$ cat src/rtl/kitchen_timer_ctrl_pkg.sv
// Shared definitions for the kitchen timer: state encoding, BCD digit limits
// and a small BCD increment helper.
package kitchen_timer_ctrl_pkg;

    localparam int unsigned DIGIT_W = 4;

    typedef logic [DIGIT_W-1:0] bcd_t;

    localparam bcd_t        SEC_TENS_MAX = 4'd5;
    localparam bcd_t        DIGIT_MAX    = 4'd9;
    localparam int unsigned MIN_MAX      = 99;

    typedef enum logic [1:0] {
        ST_IDLE  = 2'd0,
        ST_RUN   = 2'd1,
        ST_PAUSE = 2'd2,
        ST_ALARM = 2'd3
    } state_t;

    function automatic bcd_t bcd_inc(input bcd_t d, input bcd_t max);
        return (d == max) ? '0 : d + 4'd1;
    endfunction

endpackage

$ cat src/rtl/kitchen_timer_ctrl_bcd_mmss_counter.sv
// mm:ss value held as four BCD digits; supports clear, independent minute and
// second increments (no carry between them) and a borrowing decrement.
module bcd_mmss_counter
    import kitchen_timer_ctrl_pkg::*;
(
    input  logic       clk_in,
    input  logic       reset,
    input  logic       clr,
    input  logic       inc_min,
    input  logic       inc_sec,
    input  logic       dec,
    output logic [3:0] min_tens,
    output logic [3:0] min_ones,
    output logic [3:0] sec_tens,
    output logic [3:0] sec_ones,
    output logic       is_zero,
    output logic       is_one
);

    logic [7:0] min_bin;

    assign min_bin = ({4'd0, min_tens} * 8'd10) + {4'd0, min_ones};
    assign is_zero = (min_tens == '0) && (min_ones == '0) && (sec_tens == '0) && (sec_ones == '0);
    assign is_one  = (min_tens == '0) && (min_ones == '0) && (sec_tens == '0) && (sec_ones == 4'd1);

    always_ff @(posedge clk_in or posedge reset) begin
        if (reset) begin
            min_tens <= '0;
            min_ones <= '0;
            sec_tens <= '0;
            sec_ones <= '0;
        end else if (clr) begin
            min_tens <= '0;
            min_ones <= '0;
            sec_tens <= '0;
            sec_ones <= '0;
        end else if (dec) begin
            // Borrow ripples ss -> mm; a request at 00:00 is ignored.
            if (!is_zero) begin
                if (sec_ones != '0) begin
                    sec_ones <= sec_ones - 4'd1;
                end else begin
                    sec_ones <= DIGIT_MAX;
                    if (sec_tens != '0) begin
                        sec_tens <= sec_tens - 4'd1;
                    end else begin
                        sec_tens <= SEC_TENS_MAX;
                        if (min_ones != '0) begin
                            min_ones <= min_ones - 4'd1;
                        end else begin
                            min_ones <= DIGIT_MAX;
                            min_tens <= min_tens - 4'd1;
                        end
                    end
                end
            end
        end else begin
            if (inc_min) begin
                if (min_bin == 8'(MIN_MAX)) begin
                    min_tens <= '0;
                    min_ones <= '0;
                end else begin
                    min_ones <= bcd_inc(min_ones, DIGIT_MAX);
                    if (min_ones == DIGIT_MAX)
                        min_tens <= min_tens + 4'd1;
                end
            end
            if (inc_sec) begin
                sec_ones <= bcd_inc(sec_ones, DIGIT_MAX);
                if (sec_ones == DIGIT_MAX)
                    sec_tens <= bcd_inc(sec_tens, SEC_TENS_MAX);
            end
        end
    end

endmodule

$ cat src/rtl/kitchen_timer_ctrl.sv
// Kitchen timer control FSM: sequences the 1 Hz prescaler, consumes its tick,
// and drives the mm:ss countdown plus run/alarm status.
module kitchen_timer_ctrl
    import kitchen_timer_ctrl_pkg::*;
#(
    parameter int unsigned ALARM_SECS = 10,
    parameter bit          TICK_EDGE  = 1'b1
) (
    input  logic       clk_in,
    input  logic       reset,
    input  logic       tick,
    input  logic       btn_start_stop,
    input  logic       btn_clear,
    input  logic       btn_inc_min,
    input  logic       btn_inc_sec,
    output logic       div_start,
    output logic       div_reset,
    output logic [3:0] min_tens,
    output logic [3:0] min_ones,
    output logic [3:0] sec_tens,
    output logic [3:0] sec_ones,
    output logic       running,
    output logic       alarm,
    output logic [1:0] state
);

    state_t     state_q, state_nx;
    logic       tick_q, tick_ev;
    logic [7:0] alarm_cnt_q, alarm_cnt_nx;
    logic       ctr_clr, ctr_inc_min, ctr_inc_sec, ctr_dec;
    logic       div_reset_nx;
    logic       is_zero, is_one;

    assign tick_ev = TICK_EDGE ? (tick & ~tick_q) : tick;
    assign state   = state_q;

    bcd_mmss_counter u_counter (
        .clk_in   (clk_in),
        .reset    (reset),
        .clr      (ctr_clr),
        .inc_min  (ctr_inc_min),
        .inc_sec  (ctr_inc_sec),
        .dec      (ctr_dec),
        .min_tens (min_tens),
        .min_ones (min_ones),
        .sec_tens (sec_tens),
        .sec_ones (sec_ones),
        .is_zero  (is_zero),
        .is_one   (is_one)
    );

    always_comb begin
        state_nx     = state_q;
        alarm_cnt_nx = alarm_cnt_q;
        ctr_clr      = 1'b0;
        ctr_inc_min  = 1'b0;
        ctr_inc_sec  = 1'b0;
        ctr_dec      = 1'b0;
        div_reset_nx = 1'b0;
        if (btn_clear) begin
            state_nx     = ST_IDLE;
            ctr_clr      = 1'b1;
            div_reset_nx = 1'b1;
        end else begin
            case (state_q)
                ST_IDLE: begin
                    if (btn_start_stop && !is_zero) begin
                        state_nx     = ST_RUN;
                        div_reset_nx = 1'b1;
                    end else begin
                        ctr_inc_min = btn_inc_min;
                        ctr_inc_sec = btn_inc_sec;
                    end
                end
                ST_RUN: begin
                    // A tick that lands on 00:00 swallows a same-cycle start/stop.
                    if (tick_ev) begin
                        ctr_dec = 1'b1;
                        if (is_one) begin
                            state_nx     = ST_ALARM;
                            alarm_cnt_nx = '0;
                        end else if (btn_start_stop) begin
                            state_nx = ST_PAUSE;
                        end
                    end else if (btn_start_stop) begin
                        state_nx = ST_PAUSE;
                    end
                end
                ST_PAUSE: begin
                    if (btn_start_stop)
                        state_nx = ST_RUN;
                end
                ST_ALARM: begin
                    if (tick_ev)
                        alarm_cnt_nx = alarm_cnt_q + 8'd1;
                    if ((tick_ev && (alarm_cnt_q + 8'd1 == 8'(ALARM_SECS))) || btn_start_stop)
                        state_nx = ST_IDLE;
                end
                default: state_nx = ST_IDLE;
            endcase
        end
    end

    always_ff @(posedge clk_in or posedge reset) begin
        if (reset) begin
            state_q     <= ST_IDLE;
            tick_q      <= 1'b0;
            alarm_cnt_q <= '0;
            div_start   <= 1'b0;
            div_reset   <= 1'b0;
            running     <= 1'b0;
            alarm       <= 1'b0;
        end else begin
            state_q     <= state_nx;
            tick_q      <= tick;
            alarm_cnt_q <= alarm_cnt_nx;
            div_reset   <= div_reset_nx;
            div_start   <= (state_nx == ST_RUN) || (state_nx == ST_ALARM);
            running     <= (state_nx == ST_RUN);
            alarm       <= (state_nx == ST_ALARM);
        end
    end

endmodule

$ cat config.mk
export PLATFORM = sky130hd
export DESIGN_NAME = kitchen_timer_ctrl
export DESIGN_NICKNAME = d
export VERILOG_FILES = /design/src/rtl/kitchen_timer_ctrl_pkg.sv /design/src/rtl/kitchen_timer_ctrl_bcd_mmss_counter.sv /design/src/rtl/kitchen_timer_ctrl.sv
export SDC_FILE = /design/constraint.sdc
export NUM_CORES = 1
export LEC_CHECK = 0
export ABC_AREA = 1
export BUFFER_PORTS_ARGS = -buffer_cell sky130_fd_sc_hd__buf_4
export CORE_UTILIZATION = 47
export CTS_BUF_LIST = sky130_fd_sc_hd__clkbuf_2 sky130_fd_sc_hd__clkbuf_4 sky130_fd_sc_hd__clkbuf_8
export CTS_CLUSTER_SIZE = 10
export DETAILED_ROUTE_END_ITERATION = 8
export PLACE_DENSITY = 0.66
export SLEW_MARGIN = 30
export SYNTH_ARGS = -nofsm -noshare
export SYNTH_HDL_FRONTEND = slang
export SYNTH_SLANG_ARGS = --single-unit
$ cat constraint.sdc
create_clock -name clk_in -period 6.5 [get_ports clk_in]
set_input_delay 1.3 -clock clk_in [delete_from_list [all_inputs] [get_ports clk_in]]
set_output_delay 1.3 -clock clk_in [all_outputs]
set_load 0.02 [all_outputs]
Yosys cells after proc, flatten, opt, wreduce, memory -nomap -nowiden --
Cells that the tools add are included.
Word-level totals: register bits after elaboration 31, output and inout port bits 22
Operators by class: add/sub/neg operators 10, multipliers 1, equality and inequality tests 18, multiplexer cells 57, bitwise gates (word level) 3, reductions and logical operators 27
Operators with widths (number):
- 2-to-1 mux 4 bit | 32
- 2-to-1 mux 8 bit | 3
- adder 4 x 1 -> 4 bit, second input constant | 4
- zero test 4 bit | 4
- case mux 8 bit (2 select lines) | 1
- nonzero test 4 bit | 4
- subtractor 4 x 1 -> 4 bit, second input constant | 4
- 2-to-1 mux 2 bit | 7
- 2-to-1 mux 1 bit | 13
- != test 3 bit, second input constant | 4
- nonzero test 3 bit | 3
- adder 8 x 1 -> 8 bit, second input constant | 1
- adder 8 x 4 -> 8 bit | 1
- equality test 4 bit, second input constant | 2
- equality test 8 x 4 -> 1 bit, second input constant | 1
- equality test 8 x 7 -> 1 bit, second input constant | 1
- case mux 2 bit (4 select lines) | 1
- AND reduction 4 bit | 2
- multiplier 4 x 3 -> 7 bit, second input constant | 1
- equality test 2 bit, second input constant | 3
- logical AND 1 bit | 6
- != test 2 bit, second input constant | 3
- AND reduction 6 bit | 1
- AND reduction 5 bit | 1
- other kinds (10) | 13

Longest topological paths before layout --
Gate-level depths: netlist of run 1.
depth after elaboration 12, mapped depth 14, gate-level depth less buffers 14

Modules after synthesis --
Synthesis of run 1 repeated with hierarchy kept, for this count alone.
Second synthesis, totals: cell total of the unflattened synthesis 343, area total of the unflattened synthesis 2477.4 um^2
By module, submodules not included:
- bcd_mmss_counter | times used 1, cells an instance 228, area each 1646.6 um^2
- kitchen_timer_ctrl | times used 1, cells an instance 115, area each 830.8 um^2

Worst setup path after synthesis of run 1 --
OpenSTA, ideal clock, no wires.
kind register to register, start point reg u_counter.min_tens[1], end point reg u_counter.min_tens[1], arrival 2.248 ns, path slack 4.131 ns, stages on the path, launching flop included 14, buffers on the path 0, period minus slack after synthesis 2.369 ns, path through dfrtp_1 ha_1 ha_1 fa_1 inv_1 nor2_1 nand2_1 nand2_1 nand3_1 nand2_1 nor2_2 nor2_4 nand2_1 nand2_1
On the way: cells in the longest elaborated chain, start to end 11
Ends and longest elaborated chain:
- start, declared | line kitchen_timer_ctrl_bcd_mmss_counter.sv:12 | output logic [3:0] min_tens,
- start signal, assigned | line kitchen_timer_ctrl_bcd_mmss_counter.sv:52 | min_tens <= min_tens - 4'd1;
- start signal, assigned | line kitchen_timer_ctrl_bcd_mmss_counter.sv:65 | min_tens <= min_tens + 4'd1;
- parallel branches: the longest is 11 deep, another holds adder 8 x 4 -> 8 bit
Several ways; the timed one is not identified. The select of a mux whose other input is x is not followed. A chain may end at the register's enable or synchronous reset.

Worst setup path in the final report of run 1 --
start point reg u_counter.min_tens[3], end point reg u_counter.min_tens[2]
Same word-level chain as after synthesis.

==> results of run 1 <==
area by class of cell:
| cell class | count | area, um2 | share of cell area, % |
|---|---|---|---|
| inverters | 48 | 183 | 6.18 |
| multi-input cells | 273 | 1600 | 54.3 |
| repair buffers | 29 | 218 | 7.37 |
| well taps | 70 | 87.6 | 2.96 |
| flip-flops and latches | 30 | 751 | 25.4 |
| clock buffers | 6 | 82.6 | 2.80 |
| clock inverters | 1 | 30.0 | 1.02 |
tightest hold or removal path, delay by kind of cell (launching register included):
family | cells | cell delay (ns)
flops | 1 | 0.36
compound gates | 1 | 0.07
simple gates | 1 | 0.05
worst max path at each step:
stage	from	end	slack, ns	cells past startpoint
finish	u_counter.min_tens[3]	u_counter.min_tens[2]	3.90	13
global route	u_counter.min_tens[3]	u_counter.min_tens[3]	3.73	13
CTS	u_counter.min_tens[3]	u_counter.min_tens[1]	3.93	13
detailed placement	tick	u_counter.min_ones[1]	3.87	11
global placement	tick	u_counter.min_ones[1]	3.90	11
floorplan	u_counter.min_tens[1]	u_counter.min_tens[1]	4.13	13
state kept, by name (all words and copies together), names as in the netlist:
| signal | cells |
|---|---|
| u_counter.sec_tens | 4 |
| state | 2 |
| tick_q | 1 |
| alarm_cnt_q | 8 |
| u_counter.sec_ones | 4 |
| u_counter.min_ones | 4 |
| div_reset | 1 |
| alarm | 1 |
| running | 1 |
| u_counter.min_tens | 4 |
cell families after synthesis:
kind of cell,after synthesis
adders and majority gates,22
and+or+nand+nor,185
xor gates and xnor gates,11
buffers and inverters,53
DFF,30
AOI/OAI and AO/OA,55
power by group through the flow:
stage / sequential (W) / clock (W) / combinational (W)
floorplan: 0.000309 / 0 / 0.000323
global placement: 0.000290 / 0 / 0.000462
detailed placement: 0.000289 / 0 / 0.000470
CTS: 0.000287 / 0.000199 / 0.000474
global route: 0.000295 / 0.000208 / 0.000530
finish: 0.000286 / 0.000194 / 0.000471
per-stage QoR:
step / utilization [%] / total power, W / instances / area, um2
floorplan: - / 0.000633 / 356 / 2580
finish: 56.8 / 0.000950 / 457 / 2950
global route: 56.8 / 0.00103 / 457 / 2950
global placement: 54.6 / 0.000752 / 450 / 2840
CTS: 56.8 / 0.000959 / 457 / 2950
detailed placement: 54.6 / 0.000759 / 450 / 2840
metal layers:
metal | up-vias | track usage, % | part of all wire [%]
met5 | - | 0 | 0
met4 | 0 | 8.08 | 1.9
met3 | 11 | 3.95 | 3.4
met2 | 52 | 36.2 | 48
met1 | 1106 | 28.3 | 47
li1 | 1200 | - | -
Yosys cell counts, drive strengths merged (2+ instances only):
cell type / n / area [um2]
nand2: 105 / 429
inv: 48 / 183
nor2: 45 / 244
o21ai: 31 / 159
dfrtp: 30 / 751
nand3: 26 / 173
ha: 20 / 250
a21oi: 12 / 60.1
xor2: 9 / 78.8
buf: 5 / 48.8
o21bai: 4 / 30.0
nand4: 3 / 18.8
fa: 2 / 40.0
nand3b: 2 / 15.0
nor3b: 2 / 15.0
xnor2: 2 / 17.5
==> summary.txt, run 1 <==
GRT
  • Initial antenna violation count: 0
  • Largest net degree at the start of global routing: 31
  • GRT overflow: 0
  • Vias in the first global route: 2,233
  • Gr usage total: 21.8%
  • First-pass GRT wire length: 10,200 um

Layout
  • # nets final: 416
  • Filler instances: 510
  • Share of layout cells above drive strength 1: 16.8%
  • Commonest non-fill, non-tap cell in the layout: nand2_1
  • Syn-to-layout area delta: 14.3%
  • Most frequent cells in the layout: nand2_1 (97), inv_1 (44), nor2_1 (33), dfrtp_1 (30), buf_4 (29)
  • Antenna cells: 0

Logic synthesis
  • Mapped Area: 0.00258 mm2
  • Avg Inst Size Synth: approximately 7.3 um2
  • Mux contribution to synthesized area: 0%
  • Primary FF master, synth: dfrtp_1
  • XOR/XNOR Fraction of Synth Area: 3.73%
  • Async SR Flop Fraction: 100%
  • Synth unique cells: 37
  • Syn Nets: 385
  • Largest family of logic cells by synthesized area: simple AND/OR/NAND/NOR gates
  • Compound-gate portion of the synthesized area: between 10% and 20%
  • Post-synthesis adder-cell area fraction: 11.2%
  • EDFF count, synth: 0
  • Sequential share of the synthesized area: 29.0%
  • YS warnings: 0
  • Synth Area in Simple Gates: 35.0%
  • Synthesized instance count: approximately 360
  • Flops & latches, synth: 30

Worst hold path
  • Hold Crit Class: reg2reg
  • Hold EP: alarm_cnt_q[7]
  • Min-delay src: alarm_cnt_q[7]
  • Hold Crit Depth: 2

Timing
  • Max Slew Vio Count: 0
  • Final hold slack: ~0.52 ns
  • Final hold vios: 0
  • Total negative slack: 0 ns
  • # setup viols final: 0
  • Worst Clk Skew: 0.00702 ns
  • Period utilization: 40.1%
  • Slew headroom: 73.0%
  • Worst-Margin Slew: 0.404 ns
  • RSZ-0062 raised after global routing: false
  • Setup ws final: 3.90 ns
  • F_max: 0.384 GHz
  • Crit path time final: between 2 and 3 ns

Place
  • PortBufs: 28
  • DP HPWL: 4350 um
  • GP Congestion: 0.879
  • Pre-CTS WS: a little under 4 ns

Setup path
  • Required @ worst endpoint: 6.67 ns
  • Max Fanout on Critical Path: 6
  • RR Startpoint: u_counter.min_tens[3]
  • Slowest Stage Delay on Critical Path: 0.48 ns
  • Worst reg2reg path endpoint: u_counter.min_tens[2]
  • CP Capture Type: flip-flop
  • Critical Path Start Type: flip-flop
  • CP max stage cell: dfrtp_1
  • Worst R2R Setup Slack: 3.90 ns
  • Cell Chain, Critical Path: ha_1 > ha_1 > fa_1 > inv_1 > nor2_1 > nand2_1 > nand2_1 > nand3_1 > nand2_1 > nor2_2 > nor2_4 > nand2_1 > nand2_1
  • Kind of critical path: reg2reg
  • Most used cell, CP: nand2_1
  • Buffer and inverter count on the worst path: 1
  • CP top delay family: adder cells
  • Worst path arrival time: 2.77 ns
  • Cell count of the worst reg-to-reg path: 13

Route
  • Via count: 2,369
  • WL/cell: 12.7 um
  • Total wire length: about 5800 um
  • DRT antenna net count: 0
  • Initial DRC count: 139
  • Avg Vias per Cell: between 5 and 6
  • First-pass detailed-route iteration total: 4
  • Detailed-route DRC error count: 0

Clock network
  • CTS tree: done
  • Post-CTS Setup Inserts: 0
  • Worst skew pair latency: 0.29 ns
  • # clock sinks: 30
  • Post-cts sizing count: 0
  • Clock-pin transition on the worst setup and hold timing paths: 0.06 ns
  • Num CTS Buffers: 5
  • CTS max path bufs: 2
  • H-tree depth: 2
  • Hold-fix buffer count after cts: 0
  • Root buf cell: clkbuf_8

Power
  • Maximum VDD drop: around 0.17 mV
  • Clock Power Share: 20.4%
  • Static Leak: 1.51 nW
  • Sw frac: 44.3%
  • Logic gate share of total power: 49.5%
  • Internal power: 0.000530 W
  • Reg power frac: 30.1%
  • Switching power: approximately 0.00042 W
  • Power density cells: ~320 mW/mm2

Run status
  • Outcome: finished, final reports clean

Floorplan
  • Core Rows: 26
  • CORE AREA: 0.00520 mm2
  • # IOs: 29
  • Initial Util: 49.7%
  • Die ar.: 0.00580 mm2
  • Die Wd: roughly 76 um
  • Die H: 76.2 um

Job
  • Max_cap viols: 0
Note: power is estimated with default switching activity, not from simulation.
==> run 2: changes to the inputs <==
--- a/config.mk
+++ b/config.mk
@@ -11,7 +11,7 @@
 export CTS_BUF_LIST = sky130_fd_sc_hd__clkbuf_2 sky130_fd_sc_hd__clkbuf_4 sky130_fd_sc_hd__clkbuf_8
 export CTS_CLUSTER_SIZE = 10
 export DETAILED_ROUTE_END_ITERATION = 8
-export PLACE_DENSITY = 0.66
+export PLACE_DENSITY = 0.69
 export SLEW_MARGIN = 30
 export SYNTH_ARGS = -nofsm -noshare
 export SYNTH_HDL_FRONTEND = slang
==> constraint.sdc (replaced) <==
create_clock -name clk_in -period 2.2 [get_ports clk_in]
set_input_delay 0.44 -clock clk_in [delete_from_list [all_inputs] [get_ports clk_in]]
set_output_delay 0.44 -clock clk_in [all_outputs]
set_load 0.02 [all_outputs]
==> run 2 against run 1 <==
Against the previous run: non-clock buffer count up 11; final cell count up 2.4%; worst hold slack worse by 0.34 ns; critical path type unchanged; largest cell class unchanged.
==> summary.txt, run 2 (synthesis results as in run 1) <==
Route
  • First-pass detailed-route iteration total: 4 (unchanged)
  • Avg Vias per Cell: 5.02 (-3.2%)
  • DRT antenna net count: 0 (unchanged)
  • WL/cell: 12.2 um (-4.4%)
  • Detailed-route DRC error count: 0 (unchanged)
  • Total wire length: 5690 um (-2.1%)
  • Via count: 2,348 (-0.89%)
  • Initial DRC count: 138 (-0.72%)

GRT
  • Vias in the first global route: 2,211 (-0.99%)
  • First-pass GRT wire length: 10,000 um (-1.7%)
  • GRT overflow: 0 (unchanged)
  • Initial antenna violation count: 0 (unchanged)
  • Gr usage total: 21.7% (-0.097 points)
  • Largest net degree at the start of global routing: 17 (-45%)

Clock network
  • Num CTS Buffers: 5 (unchanged)
  • Root buf cell: clkbuf_8
  • CTS tree: done
  • Clock-pin transition on the worst setup and hold timing paths: 0.07 ns (about the same)
  • H-tree depth: 2 (unchanged)
  • Worst skew pair latency: 0.29 ns (about the same)
  • # clock sinks: 30 (unchanged)
  • CTS max path bufs: 2 (unchanged)

Setup path
  • CP max stage cell: fa_1
  • Max Fanout on Critical Path: 5 (-1)
  • Cell Chain, Critical Path: ha_4 > ha_4 > fa_1 > inv_2 > nor2_2 > nand2_1 > nand2_2 > nand3_4 > nand2_4 > nor2_4 > o21bai_1 > nand2_2
  • Required @ worst endpoint: 2.38 ns (-4.29 ns)
  • Slowest Stage Delay on Critical Path: 0.49 ns (about the same)
  • Kind of critical path: reg2reg
  • Worst path arrival time: 2.37 ns (-0.40 ns)
  • CP Capture Type: flip-flop
  • Critical Path Start Type: flip-flop

Floorplan
  • # IOs: 29 (unchanged)
  • Die ar.: 0.00580 mm2 (unchanged)
  • Initial Util: 49.7% (unchanged)
  • CORE AREA: 0.00520 mm2 (unchanged)
  • Core Rows: 26 (unchanged)
  • Die H: 76.2 um (unchanged)
  • Die Wd: 76.2 um (unchanged)

Power
  • Maximum VDD drop: 0.530 mV (+210%)
  • Static Leak: 1.55 nW (+2.3%)
  • Power density cells: 921 mW/mm2 (+190%)

Layout
  • Fin area: 0.00309 mm2 (+4.6%)
  • Syn-to-layout area delta: 19.6%
  • Post-layout util: 59.4% (+2.6 points)
  • Commonest non-fill, non-tap cell in the layout: nand2_1
  • Share of layout cells above drive strength 1: 22.6% (+5.8 points)
  • Antenna cells: 0 (unchanged)
  • Most frequent cells in the layout: nand2_1 (93), inv_1 (43), buf_4 (40), nor2_1 (31), dfrtp_1 (27)
  • Max reg flops: 8 (unchanged)
  • # nets final: 427 (+2.6%)
  • Top reg by flops: alarm_cnt_q

Timing
  • Total negative slack: 0 ns (unchanged)
  • Worst Clk Skew: 0.00617 ns (-0.000852 ns)
  • RSZ-0062 raised after global routing: true
  • Slew headroom: 77.2% (+4.2 points)
  • Max Slew Vio Count: 0 (unchanged)
  • F_max: 0.457 GHz (+19%)
  • Period utilization: 99.5% (+59 points)
  • Crit path time final: 2.19 ns (-0.415 ns)
  • Worst-Margin Slew: 0.337 ns (-0.0670 ns)
  • # setup viols final: 0 (unchanged)
  • Final hold vios: 0 (unchanged)
  • Setup ws final: 0.0112 ns (-3.89 ns)

Place
  • PortBufs: 28 (unchanged)
  • Placed cell areas: 0.00294 mm2 (+3.5%)
  • GP Congestion: 0.865 (-1.6%)
  • DP HPWL: 4290 um (-1.4%)
  • Pre-CTS WS: -0.0235 ns (-3.89 ns)

Job
  • Max_cap viols: 0 (unchanged)

Worst hold path
  • Hold Crit Class: in2async

Run status
  • Outcome: finished, final reports clean
-- run 2: report_power, final --
part | internal, W | total, W | switching, W
clock network | 0.000260 | 0.000467 | 0.000207
registers | 0.000659 | 0.000794 | 0.000134
logic | 0.000646 | 0.00159 | 0.000941
-- run 2: layer usage --
layer | vias up | track usage, % | routed length [um]
li1 | 1228 | - | -
met1 | 1077 | 27.0 | 2670
met2 | 32 | 36.3 | 2740
met3 | 11 | 4.55 | 164
met4 | 0 | 9.62 | 115
met5 | - | 0 | 0
-- run 2: layout make-up --
type / instances / area, um2
Clock buffer: 7 / 90.1
Inverter: 48 / 183
Tap cell: 70 / 87.6
Timing Repair Buffer: 40 / 300
Fill cell: 508 / 2110
Multi-Input combinational cell: 273 / 1680
Sequential cell: 30 / 754
-- run 2: path summary, 6_finish.rpt --
check / cells past startpoint / endpoint / slack [ns] / from
hold reg to reg: 2 / alarm_cnt_q[7] / 0.51 / alarm_cnt_q[7]
setup reg to reg: 12 / u_counter.min_tens[1] / 0.01 / u_counter.min_tens[3]
setup / recovery: 12 / u_counter.min_tens[1] / 0.01 / u_counter.min_tens[3]
min in group clk_in: 1 / tick_q / 0.28 / tick
hold / removal: 3 / alarm_cnt_q[6] / 0.18 / reset
max in group asynchronous: 3 / u_counter.min_tens[2] / 1.81 / reset
-- run 2: repair_timing --
action	4_1_cts	5_1_grt
hold buffers	0	0
gates resized for setup	2	9
pin swaps	2	10
endpoints found under the hold margin	0	0
setup buffers	0	2
setup endpoints to repair	4	9
-- run 2: worst max-delay path: cells and delay by family, from the launching register on --
family                   cells  cell delay, ns
AO/OA/AOI/OAI                1            0.15
adder cells (fa/ha/maj)      3            0.90
buffers and inverters        1            0.04
flip-flops                   1            0.43
AND/OR/NAND/NOR              7            0.56
-- run 2: per-stage QoR --
stage	total power, W	std cells	hold WS (ns)
floorplan	0.00189	356	0.466
global placement	0.00229	459	0.483
detailed placement	0.00232	459	0.488
CTS	0.00281	466	0.185
global route	0.00311	468	0.201
finish	0.00285	468	0.181
